$ cat src/rtl/bpu_table_access_ctrl.sv
// Access scheduler for a single-ported BPU prediction table.
// Grants the table port each cycle to a clear sweep, a buffered commit-time
// update, or a fetch-stage lookup. Lookups win over updates except when the
// oldest buffered update has waited STARVE_LIMIT cycles.
module bpu_table_access_ctrl #(
  parameter int                    ADDR_WIDTH   = 11,
  parameter int                    DATA_WIDTH   = 8,
  parameter int                    FIFO_DEPTH   = 4,
  parameter int                    STARVE_LIMIT = 8,
  parameter logic [DATA_WIDTH-1:0] CLEAR_VALUE  = '0
) (
  input  logic                             clk,
  input  logic                             rst_n,
  input  logic                             lookup_valid_i,
  input  logic [ADDR_WIDTH-1:0]            lookup_addr_i,
  output logic                             lookup_ready_o,
  output logic                             lookup_rvalid_o,
  input  logic                             upd_valid_i,
  input  logic [ADDR_WIDTH-1:0]            upd_addr_i,
  input  logic [DATA_WIDTH-1:0]            upd_data_i,
  output logic                             upd_ready_o,
  input  logic                             clear_req_i,
  output logic                             busy_o,
  output logic [$clog2(FIFO_DEPTH+1)-1:0]  fifo_count_o,
  output logic                             tbl_en_o,
  output logic                             tbl_we_o,
  output logic [ADDR_WIDTH-1:0]            tbl_addr_o,
  output logic [DATA_WIDTH-1:0]            tbl_wdata_o
);

  localparam int CW = $clog2(FIFO_DEPTH + 1);
  localparam int PW = $clog2(FIFO_DEPTH);
  localparam int SW = $clog2(STARVE_LIMIT + 1);

  localparam logic [0:0] ST_CLEAR = 1'b0;
  localparam logic [0:0] ST_RUN   = 1'b1;

  typedef struct packed {
    logic [ADDR_WIDTH-1:0] addr;
    logic [DATA_WIDTH-1:0] data;
  } upd_t;

  logic [0:0]            state;
  logic [ADDR_WIDTH-1:0] clear_addr;
  upd_t                  fifo_mem [FIFO_DEPTH];
  logic [PW-1:0]         rd_ptr;
  logic [PW-1:0]         wr_ptr;
  logic [CW-1:0]         count;
  logic [SW-1:0]         starve_cnt;
  logic                  lookup_rvalid_q;

  logic run;
  logic fifo_empty;
  logic force_upd;
  logic lookup_grant;
  logic upd_grant;
  logic enq;
  logic flush;
  upd_t head;

  assign run          = (state == ST_RUN);
  assign fifo_empty   = (count == '0);
  assign head         = fifo_mem[rd_ptr];
  assign force_upd    = run && !fifo_empty && (starve_cnt == SW'(STARVE_LIMIT));
  assign lookup_grant = run && !force_upd && lookup_valid_i;
  assign upd_grant    = run && !fifo_empty && (force_upd || !lookup_valid_i);
  assign flush        = run && clear_req_i;

  // Slot availability uses the registered count, so a same-cycle dequeue
  // never opens a slot for an enqueue.
  assign upd_ready_o  = run && (count < CW'(FIFO_DEPTH));
  assign enq          = upd_valid_i && upd_ready_o;

  assign lookup_ready_o  = run && !force_upd;
  assign lookup_rvalid_o = lookup_rvalid_q;
  assign busy_o          = !run;
  assign fifo_count_o    = count;

  // Table port mux: clear sweep, then update write, then lookup read.
  always_comb begin
    // NOTE: every output gets a default first so no path leaves it unassigned,
    // which would otherwise infer a latch.
    tbl_en_o    = 1'b0;
    tbl_we_o    = 1'b0;
    tbl_addr_o  = lookup_addr_i;
    tbl_wdata_o = head.data;
    if (!run) begin
      tbl_en_o    = 1'b1;
      tbl_we_o    = 1'b1;
      tbl_addr_o  = clear_addr;
      tbl_wdata_o = CLEAR_VALUE;
    end else if (upd_grant) begin
      tbl_en_o   = 1'b1;
      tbl_we_o   = 1'b1;
      tbl_addr_o = head.addr;
    end else if (lookup_grant) begin
      tbl_en_o = 1'b1;
    end
  end

  // Sweep sequencing and CLEAR/RUN transitions; a clear request restarts at 0.
  always_ff @(posedge clk or negedge rst_n) begin
    // NOTE: state registers use non-blocking assignments so every flop samples
    // pre-edge values regardless of block ordering.
    if (!rst_n) begin
      state      <= ST_CLEAR;
      clear_addr <= '0;
    end else if (!run) begin
      if (clear_req_i) begin
        clear_addr <= '0;
      end else begin
        clear_addr <= clear_addr + ADDR_WIDTH'(1);
        if (clear_addr == '1) state <= ST_RUN;
      end
    end else if (clear_req_i) begin
      state      <= ST_CLEAR;
      clear_addr <= '0;
    end
  end

  // Update FIFO pointers and occupancy; flushed when a clear starts in RUN.
  always_ff @(posedge clk or negedge rst_n) begin
    if (!rst_n) begin
      rd_ptr <= '0;
      wr_ptr <= '0;
      count  <= '0;
    end else if (flush) begin
      rd_ptr <= '0;
      wr_ptr <= '0;
      count  <= '0;
    end else begin
      if (enq)       wr_ptr <= wr_ptr + PW'(1);
      if (upd_grant) rd_ptr <= rd_ptr + PW'(1);
      case ({enq, upd_grant})
        2'b10:   count <= count + CW'(1);
        2'b01:   count <= count - CW'(1);
        default: count <= count;
      endcase
    end
  end

  // FIFO storage; contents are only observed through valid pointers.
  always_ff @(posedge clk) begin
    // NOTE: the storage array has no reset; stale entries are never read
    // because occupancy is tracked by the reset pointers and count.
    if (enq) fifo_mem[wr_ptr] <= '{addr: upd_addr_i, data: upd_data_i};
  end

  // Count cycles the head update has been blocked by lookups.
  always_ff @(posedge clk or negedge rst_n) begin
    if (!rst_n) begin
      starve_cnt <= '0;
    end else if (!run || clear_req_i || upd_grant || fifo_empty) begin
      starve_cnt <= '0;
    end else if (starve_cnt != SW'(STARVE_LIMIT)) begin
      starve_cnt <= starve_cnt + SW'(1);
    end
  end

  // Read data becomes valid at the RAM output one cycle after a granted lookup.
  always_ff @(posedge clk or negedge rst_n) begin
    if (!rst_n) lookup_rvalid_q <= 1'b0;
    else        lookup_rvalid_q <= lookup_grant;
  end

endmodule

$ cat config.mk
export PLATFORM = sky130hd
export DESIGN_NAME = bpu_table_access_ctrl
export DESIGN_NICKNAME = d
export VERILOG_FILES = /design/src/rtl/bpu_table_access_ctrl.sv
export SDC_FILE = /design/constraint.sdc
export NUM_CORES = 1
export LEC_CHECK = 0
export BUFFER_PORTS_ARGS = -buffer_cell sky130_fd_sc_hd__buf_2
export CORE_ASPECT_RATIO = 1.75
export CORE_MARGIN = 2
export CORE_UTILIZATION = 40
export DETAILED_ROUTE_END_ITERATION = 7
export PLACE_DENSITY = 0.64
export RECOVER_POWER = 25
export SLEW_MARGIN = 20
export SYNTH_ARGS = -nofsm -noshare
export SYNTH_HDL_FRONTEND = slang
export SYNTH_SLANG_ARGS = --single-unit
$ cat constraint.sdc
create_clock -name clk -period 3.3 [get_ports clk]
set_clock_uncertainty 0.15 [all_clocks]
set_input_delay 0.66 -clock clk [delete_from_list [all_inputs] [get_ports clk]]
set_output_delay 0.66 -clock clk [all_outputs]
set_load 0.1 [all_outputs]
==> impl_metrics.tcl <==
set metrics [dict create \
    outcome "finished clean" \
    insertedDiodeCount 0 \
    min_period_ns 3.13 \
    syn-num-nets 331 \
    power_density_nw_per_um2 483 \
    area_growth_pct 20.4 \
    synth.most_common_cell "edfxtp_1" \
    critPathKind "reg2out" \
    synthAdderAreaFrac_pct 2.45 \
    crit_cells 8 \
    cp_num_buf_inv 3 \
    setup_tns_ns 0 \
    reg2reg_to "fifo_count_o[2]" \
    grt_overflow_total 0 \
    p_sw_mw 0.506 \
    p_leak_nw 2.03 \
    cp_data_required_time_ns 2.49 \
    route.detailed.drc 0 \
    num_rows 50 \
    cp-start-kind "flip-flop" \
    cts_num_sinks 100 \
    post_synth.cell_area_avg_sq_um 15.3 \
    synth_seq_cells 100 \
    pre_cts_ws_ns 0.424 \
    drive_gt1_share_pct 29.6 \
    cp_top_family "buffers and inverters" \
    final_area_sq_um 5300 \
    synth_xor_xnor_area_share_pct 2.39 \
    crit_fanout 16 \
    vias_per_cell 5.27 \
    cpPeakStageDelay_ns 0.41 \
    antenna_found_initial 0 \
    pwr-share-seq_pct 53.2 \
    synth_area_sq_um 4400 \
    instances_no_fill 488 \
    slowest_stage "dfrtp_1" \
    cp-end-kind "primary output" \
    endpoint "tbl_addr_o[5]" \
    whs_ns 0.159 \
    drt-total-wl_mm 8.53 \
    ant_nets 0 \
    synth_cell_types 45 \
    synth_top_family_by_area "multiplexers" \
    worst_slew_pin_slew_ns 0.557 \
    synth_area_leader_cell "edfxtp_1" \
    hold_viol 0 \
    p_int_mw 2.05 \
    routabilityCongestion 0.836 \
    grt_usage_pct 15.2 \
    synth_edf_count 76 \
    ys_warn_count 0 \
    cp.arrival_ns 2.32 \
    vdd_ir_drop_max_mv 0.246 \
    sw_frac_of_total_pct 19.8 \
    port_buffers 62 \
    synth_area_leaders "edfxtp_1 52%, dfrtp_1 14%, mux4_2 9.7%" \
    post-route-period-util_pct 94.7 \
    post_synth_mux_area_share_pct 12.7 \
    regToRegSetupSlack_ns 0.72 \
    ys_seq_area_share_pct 65.5 \
    nNetsFinal 398 \
    synthSimpleGateAreaFrac_pct 10.1 \
    cts_root_buffer "clkbuf_16" \
    synth.top_cells.by_count "76 x edfxtp_1, 34 x nor2_1, 24 x dfrtp_1" \
    drt-pass1-iter-count 4 \
    worst_slack_ns 0.174 \
    slew_headroom_pct 62.9 \
    rsz0062_at_grt "no" \
    htree_levels 3 \
    start_util_pct 41.1 \
    r2r-start "starve_cnt[0]" \
    hp-class "in2async" \
    crit_chain "inv_1 > ha_1 > nand3b_1 > a21oi_4 > buf_6 > mux2i_1 > a21oi_4 > clkbuf_4" \
    cts_hold_buf 0 \
    async_flop_share_pct 24.0 \
    crit_path_frequent_cell "a21oi_4" \
    synthCells 288 \
    p_total_mw 2.56 \
    core_area_sq_um 10700 \
    cap_viol_max_count 0 \
    max_freq_ghz 0.320 \
    comb_power_share_pct 4.1 \
    grt_pass1_wl_mm 13.7 \
    clkPwrFrac_pct 42.7 \
    fin_util_pct 49.5 \
    initialDrtViolationCount 138 \
    grt_max_degree 28 \
    numCtsBuffers 9 \
    setup_violations 0 \
    vias 2573 \
    hpwl_mm 5.84 \
    clk_pin_slew_worst_paths_ns 0.07 \
    synth-compound-area-share_pct 4.52 \
    cts_max_path_buffers 2 \
    clock_latency_ns 0.33 \
    place_inst 474 \
    io_pins 63 \
    synth_top_area_share_pct 51.9 \
    ys.flop_type "edfxtp_1" \
    dieArea_sq_um 11900 \
    cts_setup_buffers 0 \
    fillCellCount 913 \
    grt_pass1_vias 2716 \
    die-height_um 143 \
    wl_per_cell_um 17.5 \
    crit_start "starve_cnt[0]" \
    reg2reg_depth 10 \
    dpl-instance-area_sq_um 4980 \
    die_w_um 83.3 \
    cts_tree "built" \
    slew_viol_final 0 \
]
layout make-up:
| cell class | instances | area [sq um] | share of cell area, % |
|---|---|---|---|
| flip-flops and latches | 100 | 2880 | 54.4 |
| multi-input cells | 165 | 1510 | 28.5 |
| repair buffers | 70 | 394 | 7.44 |
| clock buffers | 9 | 225 | 4.25 |
| well taps | 130 | 163 | 3.07 |
| clock inverters | 5 | 86.3 | 1.63 |
| inverters | 9 | 33.8 | 0.638 |
worst reg2reg max path, delay by kind of cell, from the launching register on:
kind,cells,cell delay [ns]
compound gates,3,0.48
fa+ha+maj,2,0.38
buf+inv,2,0.29
flops,1,0.41
simple gates,3,0.77
sequential cells by signal (all words and copies together), names as in the netlist:
name / cells
rd_ptr: 2
starve_cnt: 4
fifo_mem: 76
fifo_count_o: 3
run: 1
lookup_rvalid_o: 1
wr_ptr: 2
clear_addr: 11
routing by layer:
layer	up-vias	routed length, um	track usage (%)
met3	14	366	3.29
met1	1274	3200	16.6
met4	0	223	7.51
met5	-	0	0
met2	60	4740	27.5
li1	1225	-	-
worst min path at each step:
stage / cells past startpoint / slack, ns / to / from
after detailed placement: 1 / 0.35 / starve_cnt[0] / starve_cnt[0]
after global routing: 1 / 0.21 / starve_cnt[2] / rst_n
after global placement: 1 / 0.32 / starve_cnt[0] / starve_cnt[0]
after CTS: 1 / 0.18 / starve_cnt[0] / rst_n
final: 1 / 0.16 / starve_cnt[0] / rst_n
after floorplan: 0 / 0.21 / clear_addr[0] / rst_n
cells in the final DEF, fill, tap and decap left out, types with 2 or more instances in the layout:
cell type | netlist | layout
and3_1 | 7 | 7
inv_1 | 9 | 9
xnor2_1 | 3 | 3
o22ai_1 | 3 | 3
buf_4 | 1 | 5
and2_1 | 9 | 9
clkbuf_1 | 8 | 16
ha_1 | 7 | 7
mux2i_1 | 13 | 11
nand2_1 | 5 | 5
mux4_2 | 19 | 19
nand2b_1 | 4 | 4
nand4_1 | 4 | 4
inv_6 | 0 | 2
clkbuf_4 | 0 | 6
a31oi_1 | 3 | 3
o311ai_1 | 2 | 2
bufinv_16 | 0 | 2
xor2_1 | 9 | 9
a21oi_2 | 0 | 5
nand3_1 | 5 | 5
or3_1 | 3 | 3
edfxtp_1 | 76 | 76
nor3_1 | 3 | 3
and3b_1 | 2 | 2
clkbuf_16 | 0 | 9
mux2i_2 | 0 | 2
buf_12 | 0 | 2
dfrtp_1 | 24 | 23
a21oi_4 | 1 | 7
buf_2 | 3 | 40
nor2_1 | 34 | 33
power by group through the flow:
stage / clock [mW] / combinational [mW] / sequential, mW
after floorplan: 0 / 0.0606 / 1.39
after global placement: 0 / 0.103 / 1.39
after detailed placement: 0 / 0.107 / 1.39
after CTS: 1.12 / 0.107 / 1.36
after global routing: 1.17 / 0.114 / 1.36
final: 1.09 / 0.104 / 1.36
what timing repair did:
action | in CTS | in global routing
resized for setup | 0 | 9
endpoints found under the setup margin | 0 | 11
hold endpoints to repair | 0 | 0
kinds of logic (layout without fill, tap and decap cells):
| group | count (synthesis) | count (layout) |
|---|---|---|
| flip-flops | 100 | 100 |
| AND/OR/NAND/NOR | 84 | 84 |
| multiplexers | 32 | 32 |
| AO/OA/AOI/OAI | 29 | 29 |
| buffers and inverters | 23 | 93 |
| XOR/XNOR | 12 | 12 |
| adder cells (fa/ha/maj) | 8 | 8 |
No activity file was read; power rests on OpenSTA's default activity.
